### src/rtl/nx_rst_load_gen.sv
// -----------------------------------------------------------------------------
// nx_rst_load_gen
//   Reset/load sequencer for a bank of NX_DFF cells. It synchronises the
//   release of the asynchronous reset, holds the downstream synchronous reset R
//   for STRETCH cycles, then enters RUN and produces a divided load strobe L.
//
// Parameters
//   STRETCH  1..256  cycles R stays high after reset release or a soft reset
//   DIV      1..256  L strobe period, counted in enabled RUN cycles
//
// Ports
//   CK        in   clock, rising edge
//   RN        in   asynchronous active-low reset
//   SRST_REQ  in   synchronous soft-reset request (active only with the macro)
//   EN        in   load-strobe generation enable
//   R         out  registered synchronous reset to NX_DFF R pins, active-high
//   L         out  registered load enable to NX_DFF L pins, active-high
//   READY     out  registered, high while in RUN
//
// Build option
//   NX_RST_LOAD_GEN_SRST_EN  when defined, SRST_REQ restarts the stretch from
//                            STRETCH or RUN. When undefined the port remains
//                            but is ignored and RUN is left only through RN.
// -----------------------------------------------------------------------------
module nx_rst_load_gen #(
    parameter int STRETCH = 4,
    parameter int DIV     = 1
) (
    input  logic CK,
    input  logic RN,
    input  logic SRST_REQ,
    input  logic EN,
    output logic R,
    output logic L,
    output logic READY
);

    generate
        if (STRETCH < 1 || STRETCH > 256) begin : g_bad_stretch
            $error("nx_rst_load_gen: STRETCH out of range 1..256");
        end
        if (DIV < 1 || DIV > 256) begin : g_bad_div
            $error("nx_rst_load_gen: DIV out of range 1..256");
        end
    endgenerate

    localparam logic [7:0] SLOAD = 8'(STRETCH - 1);
    localparam logic [7:0] DLAST = 8'(DIV - 1);

    typedef enum logic [1:0] {
        ST_RESET   = 2'd0,
        ST_STRETCH = 2'd1,
        ST_RUN     = 2'd2
    } state_e;

    state_e     state_q, state_d;
    logic       s0_q, s1_q;
    logic [7:0] scnt_q, scnt_d;
    logic [7:0] dcnt_q, dcnt_d;
    logic       r_q, r_d;
    logic       l_q, l_d;
    logic       rdy_q, rdy_d;

`ifdef NX_RST_LOAD_GEN_SRST_EN
    logic srst;
    assign srst = SRST_REQ;
`else
    logic srst_unused;
    assign srst_unused = SRST_REQ;
`endif

    always_ff @(posedge CK or negedge RN) begin
        if (!RN) begin
            s0_q    <= 1'b0;
            s1_q    <= 1'b0;
            state_q <= ST_RESET;
            scnt_q  <= 8'd0;
            dcnt_q  <= 8'd0;
            r_q     <= 1'b1;
            l_q     <= 1'b0;
            rdy_q   <= 1'b0;
        end else begin
            s0_q    <= 1'b1;
            s1_q    <= s0_q;
            state_q <= state_d;
            scnt_q  <= scnt_d;
            dcnt_q  <= dcnt_d;
            r_q     <= r_d;
            l_q     <= l_d;
            rdy_q   <= rdy_d;
        end
    end

    always_comb begin
        state_d = state_q;
        scnt_d  = scnt_q;
        dcnt_d  = dcnt_q;
        l_d     = 1'b0;
        case (state_q)
            ST_RESET: begin
                if (s1_q) begin
                    state_d = ST_STRETCH;
                    scnt_d  = SLOAD;
                end
            end
            ST_STRETCH: begin
                // Counter reaching 0 means STRETCH cycles of R have elapsed.
                if (scnt_q == 8'd0) begin
                    state_d = ST_RUN;
                    dcnt_d  = 8'd0;
                end else begin
                    scnt_d = scnt_q - 8'd1;
                end
            end
            ST_RUN: begin
                // L is the registered wrap of the divider, so it pulses on the
                // edge where dcnt returns to 0.
                if (EN) begin
                    if (dcnt_q == DLAST) begin
                        dcnt_d = 8'd0;
                        l_d    = 1'b1;
                    end else begin
                        dcnt_d = dcnt_q + 8'd1;
                    end
                end
            end
            default: begin
                state_d = ST_RESET;
            end
        endcase
`ifdef NX_RST_LOAD_GEN_SRST_EN
        // A soft reset overrides any stretch progress or divider wrap.
        if (srst && state_q != ST_RESET) begin
            state_d = ST_STRETCH;
            scnt_d  = SLOAD;
            dcnt_d  = 8'd0;
            l_d     = 1'b0;
        end
`endif
    end

    // Outputs are registered from the next state so they change on the very
    // edge that enters a state.
    assign r_d   = (state_d != ST_RUN);
    assign rdy_d = (state_d == ST_RUN);

    assign R     = r_q;
    assign L     = l_q;
    assign READY = rdy_q;

endmodule

### config.mk
export PLATFORM = sky130hd
export DESIGN_NAME = nx_rst_load_gen
export DESIGN_NICKNAME = d
export VERILOG_FILES = /design/src/rtl/nx_rst_load_gen.sv
export SDC_FILE = /design/constraint.sdc
export NUM_CORES = 1
export LEC_CHECK = 0
export ABC_AREA = 1
export BUFFER_PORTS_ARGS = -buffer_cell sky130_fd_sc_hd__buf_2
export CAP_MARGIN = 20
export CORE_ASPECT_RATIO = 0.5
export CORE_MARGIN = 1
export CORE_UTILIZATION = 45
export CTS_CLUSTER_SIZE = 20
export DETAILED_ROUTE_END_ITERATION = 7
export HOLD_SLACK_MARGIN = 0.1
export PLACE_DENSITY = 0.61
export SLEW_MARGIN = 20
export SYNTH_ARGS = -nofsm -noshare
export SYNTH_HDL_FRONTEND = slang
export SYNTH_SLANG_ARGS = --single-unit
### constraint.sdc
create_clock -name CK -period 2.44 [get_ports CK]
set_clock_uncertainty 0.2 [all_clocks]
set_input_delay 0 -clock CK [delete_from_list [all_inputs] [get_ports CK]]
set_output_delay 0 -clock CK [all_outputs]
set_load 0.005 [all_outputs]
==> impl_results.rst <==
.. list-table::
   :header-rows: 1

   * - Metric
     - Value
   * - DRC errors left
     - 0
   * - Net Count, Synth
     - 178
   * - Pins over their slew limit
     - 0
   * - Largest family of logic cells by synthesized area
     - simple AND/OR/NAND/NOR gates
   * - Largest area contributor in the netlist
     - sky130_fd_sc_hd__dfrtp_1
   * - Via count of the first global-routing pass
     - ~900
   * - Syn. warnings
     - 0
   * - Maximum buffer depth of the clock tree
     - 2
   * - Total number of vias
     - 1029
   * - Area fraction in and, or, nand and nor cells after synthesis
     - 0.3743
   * - Drt total wl
     - 2.348 mm
   * - Required time worst endpoint
     - 2440 ps
   * - Part of the Yosys area used for sequential elements
     - 0.4493
   * - Clock latency reported for the late side of the worst-skew pair
     - 270 ps
   * - Die Span X
     - roughly 78 um
   * - Total I/O pin count
     - 7
   * - Clock transition at the registers of the reported paths
     - around 90 ps
   * - Element type at the critical path start
     - register
   * - Number of nets in the layout
     - 190
   * - Routability congestion estimate from global placement
     - about 0.76
   * - Maximum fanout count along the critical path
     - 11
   * - Run status
     - completed
   * - Initial standard-cell utilization of the core
     - 0.4842
   * - Count of state elements after synthesis
     - 23
   * - Complex-gate fraction of the synthesized area
     - 0.04678
   * - Area of the die
     - 3083 um^2
   * - Setup total negative slack
     - 0 ps
   * - Number of hold-slack violations in the final timing report
     - 0
   * - Die span in y
     - 39.77 um
   * - Post-synthesis xor/xnor area fraction
     - 0.02047
   * - Sum of net half-perimeters after detailed placement
     - 1.604 mm
   * - Router iterations before antenna repair
     - 4
   * - Total inserted antenna cells
     - 0
   * - Largest net degree at the start of global routing
     - 23
   * - Sum of met2 wire segment lengths after detailed routing
     - 1.066 mm
   * - Count of port buffers added during placement
     - 5
   * - Startpoint-to-endpoint class of the critical path
     - reg2reg
   * - Buffer cell driving the clock tree root
     - sky130_fd_sc_hd__clkbuf_8
   * - Share of final-layout standard cells stronger than drive strength 1
     - 0.1593
   * - Global Route Usage Sum
     - 0.1747
   * - Area grow syn2layout
     - 10.43%
   * - Placement Rows
     - 13
   * - Unique cell type count in the Yosys netlist
     - 21
   * - Max-Cap Viols
     - 0
   * - Leakage
     - 0.7277 nW
   * - Maximum VDD drop
     - a little under 400 uV
   * - TritonCTS buffer count
     - 3
   * - Overall power of the completed layout
     - 1.264 mW
   * - Multiplexer fraction of the synthesized cell area
     - 0
   * - First-pass GRT wire length
     - 3.974 mm
   * - Post-CTS Setup Inserts
     - 0
   * - Highest metal layer with signal wires
     - met4
   * - Final Cycle Share
     - 0.7906
   * - Top post-synthesis cells by area
     - sky130_fd_sc_hd__dfrtp_1 43%, sky130_fd_sc_hd__nand2_1 14%, sky130_fd_sc_hd__nor2_1 7.9%, sky130_fd_sc_hd__nand3_1 6.2%, sky130_fd_sc_hd__inv_1 5.0%
   * - Fraction of synthesized cell area taken by the top area cell type
     - 0.4288
   * - DRC marker count from the first detailed-route iteration
     - 35
   * - Arithmetic-cell share of the synthesized area counting full adders, half adders and majority gates
     - 0.02924
   * - RSZ-0062 raised after global routing
     - false
   * - Worst path arrival time
     - 1930 ps
   * - Detailed-route wire length on metal 1
     - 1.210 mm
   * - Met3 Routed Length
     - around 57 um
   * - Number of vias per cell after detailed routing
     - around 4.7
   * - Synth Instances
     - 171
   * - Number of antenna violations at the first check in global routing
     - 0
   * - H-tree level count
     - 1
   * - Type of the most critical hold path
     - in2async
   * - Setup violation total in the final timing report
     - 0
   * - Placeable core region
     - 2651 um^2
   * - Non-filler cells, final
     - 219
   * - Antenna-violating nets left
     - 0
   * - Clock period minus final worst setup slack
     - roughly 1900 ps
   * - Number of clock sinks
     - 23
   * - Total congestion overflow after global routing
     - 0
   * - Crit end category
     - register
   * - Power density normalized to cell area
     - between 800 and 900 nW/um^2
   * - TritonCTS clock tree
     - done
   * - Routed wirelength normalized by instance count
     - around 11 um
   * - Peak Freq
     - 0.5184 GHz
   * - Placed Cells
     - 211
   * - Syn_area_per_cell
     - 7.507 um^2
   * - Combined area of all synthesized cells
     - between 1000 and 1500 um^2
-- sequential cells by signal, summed over array words and instances (netlist names) --
name     flops
dcnt_q       8
L            1
READY        1
state_q      2
s1_q         1
R            1
s0_q         1
scnt_q       8
-- cell usage after synthesis --
cell	number
sky130_fd_sc_hd__dfstp_2	1
sky130_fd_sc_hd__xor2_1	3
sky130_fd_sc_hd__clkinv_2	1
sky130_fd_sc_hd__nand3_1	16
sky130_fd_sc_hd__o21ai_2	2
sky130_fd_sc_hd__ha_1	3
sky130_fd_sc_hd__nand4_1	4
sky130_fd_sc_hd__nor2_2	3
sky130_fd_sc_hd__inv_1	17
sky130_fd_sc_hd__o21ai_1	4
sky130_fd_sc_hd__o21bai_1	3
sky130_fd_sc_hd__conb_1	1
sky130_fd_sc_hd__nand2_2	7
sky130_fd_sc_hd__buf_4	1
sky130_fd_sc_hd__nor2_1	27
sky130_fd_sc_hd__nand2_1	49
sky130_fd_sc_hd__buf_6	1
sky130_fd_sc_hd__nand3_2	2
sky130_fd_sc_hd__dfrtp_1	22
sky130_fd_sc_hd__inv_2	3
sky130_fd_sc_hd__nor3b_1	1
-- final cells by class --
type,instances,area [um^2]
clock buffers,3,41.29
clock inverters,1,5.005
fillers,273,1234
inverters,21,80.08
multi-input cells,125,608.1
flip-flops and latches,23,576.8
well taps,37,46.29
repair buffers,9,60.06
-- repair_timing --
action / 4_1_cts / 5_1_grt
endpoints found under the hold margin: 32 / 0
endpoints found under the setup margin: 0 / 0
gates resized for setup: 0 / 0
hold buffers: 4 / 0
-- report_power, final --
group / leakage [nW] / internal, mW / total, mW / switching (mW)
clock network: 0.0255 / 0.114 / 0.241 / 0.126
registers: 0.298 / 0.463 / 0.525 / 0.0619
logic: 0.404 / 0.174 / 0.499 / 0.325
total: 0.728 / 0.751 / 1.26 / 0.513
-- worst paths after layout --
path / cells past startpoint / startpoint / end / slack, ps
max: 8 / scnt_q[0]$_DFFE_PN0P_ / dcnt_q[6]$_DFFE_PN0P_ / 510
max in group asynchronous: 3 / RN / R$_DFF_PN1_ / 1450
min in group CK: 0 / s0_q$_DFF_PN0_ / s1_q$_DFF_PN0_ / 160
min: 3 / RN / scnt_q[6]$_DFFE_PN0P_ / 120
max reg2reg: 8 / scnt_q[0]$_DFFE_PN0P_ / dcnt_q[6]$_DFFE_PN0P_ / 510
min reg2reg: 0 / s0_q$_DFF_PN0_ / s1_q$_DFF_PN0_ / 160
-- cells by family (layout without fill, tap and decap cells) --
kind of cell	Yosys count	count (layout)
and+or+nand+nor	109	109
DFF	23	23
buffers and inverters	23	34
AOI/OAI and AO/OA	9	9
adders and majority gates	3	3
xor gates and xnor gates	3	3
other	1	1
-- per-stage QoR --
| stage | setup WS [ps] | utilization | hold slack, ps | area [um^2] |
|---|---|---|---|---|
| global placement | 533.6 | 0.5040 | -195.5 | 1336 |
| detailed placement | 535.7 | 0.5040 | -191.6 | 1336 |
| floorplan | 851.9 | - | -495.6 | 1284 |
| finish | 510.9 | 0.5347 | 117.8 | 1418 |
| CTS | 508.1 | 0.5366 | 159.3 | 1423 |
| global route | 343.3 | 0.5347 | 173.3 | 1418 |
-- placed cells by master (no fill, tap or decap) --
master                          Yosys  routed
sky130_fd_sc_hd__nor3b_1            1       1
sky130_fd_sc_hd__nor2_1            27      27
sky130_fd_sc_hd__o21bai_1           3       3
sky130_fd_sc_hd__o21ai_1            4       4
sky130_fd_sc_hd__nand2_2            7       7
sky130_fd_sc_hd__clkinv_2           1       2
sky130_fd_sc_hd__nor2_2             3       3
sky130_fd_sc_hd__buf_2              0       6
sky130_fd_sc_hd__dfstp_2            1       1
sky130_fd_sc_hd__nand3_1           16      16
sky130_fd_sc_hd__inv_1             17      17
sky130_fd_sc_hd__o21ai_2            2       2
sky130_fd_sc_hd__conb_1             1       1
sky130_fd_sc_hd__xor2_1             3       3
sky130_fd_sc_hd__nand3_2            2       2
sky130_fd_sc_hd__nand4_1            4       4
sky130_fd_sc_hd__dfrtp_1           22      22
sky130_fd_sc_hd__dlygate4sd3_1      0       3
sky130_fd_sc_hd__inv_2              3       3
sky130_fd_sc_hd__ha_1               3       3
sky130_fd_sc_hd__nand2_1           49      49
sky130_fd_sc_hd__clkbuf_8           0       3
-- routing by layer --
layer,GRT usage,up-vias
met2,0.3009,5
met4,0.02830,0
met3,0.05581,2
li1,-,551
met1,0.2222,471
met5,0,-
-- critical path, cell delays in order (launching register included) --
cell and delay [ps]:
sky130_fd_sc_hd__dfrtp_1 390, sky130_fd_sc_hd__inv_1 130, sky130_fd_sc_hd__ha_1 220, sky130_fd_sc_hd__nand2_2 120
sky130_fd_sc_hd__nor2_2 160, sky130_fd_sc_hd__nand3_2 250, sky130_fd_sc_hd__nand2_2 250, sky130_fd_sc_hd__nand2_1 80
sky130_fd_sc_hd__nand2_1 60
No activity file was read; power rests on OpenSTA's default activity.
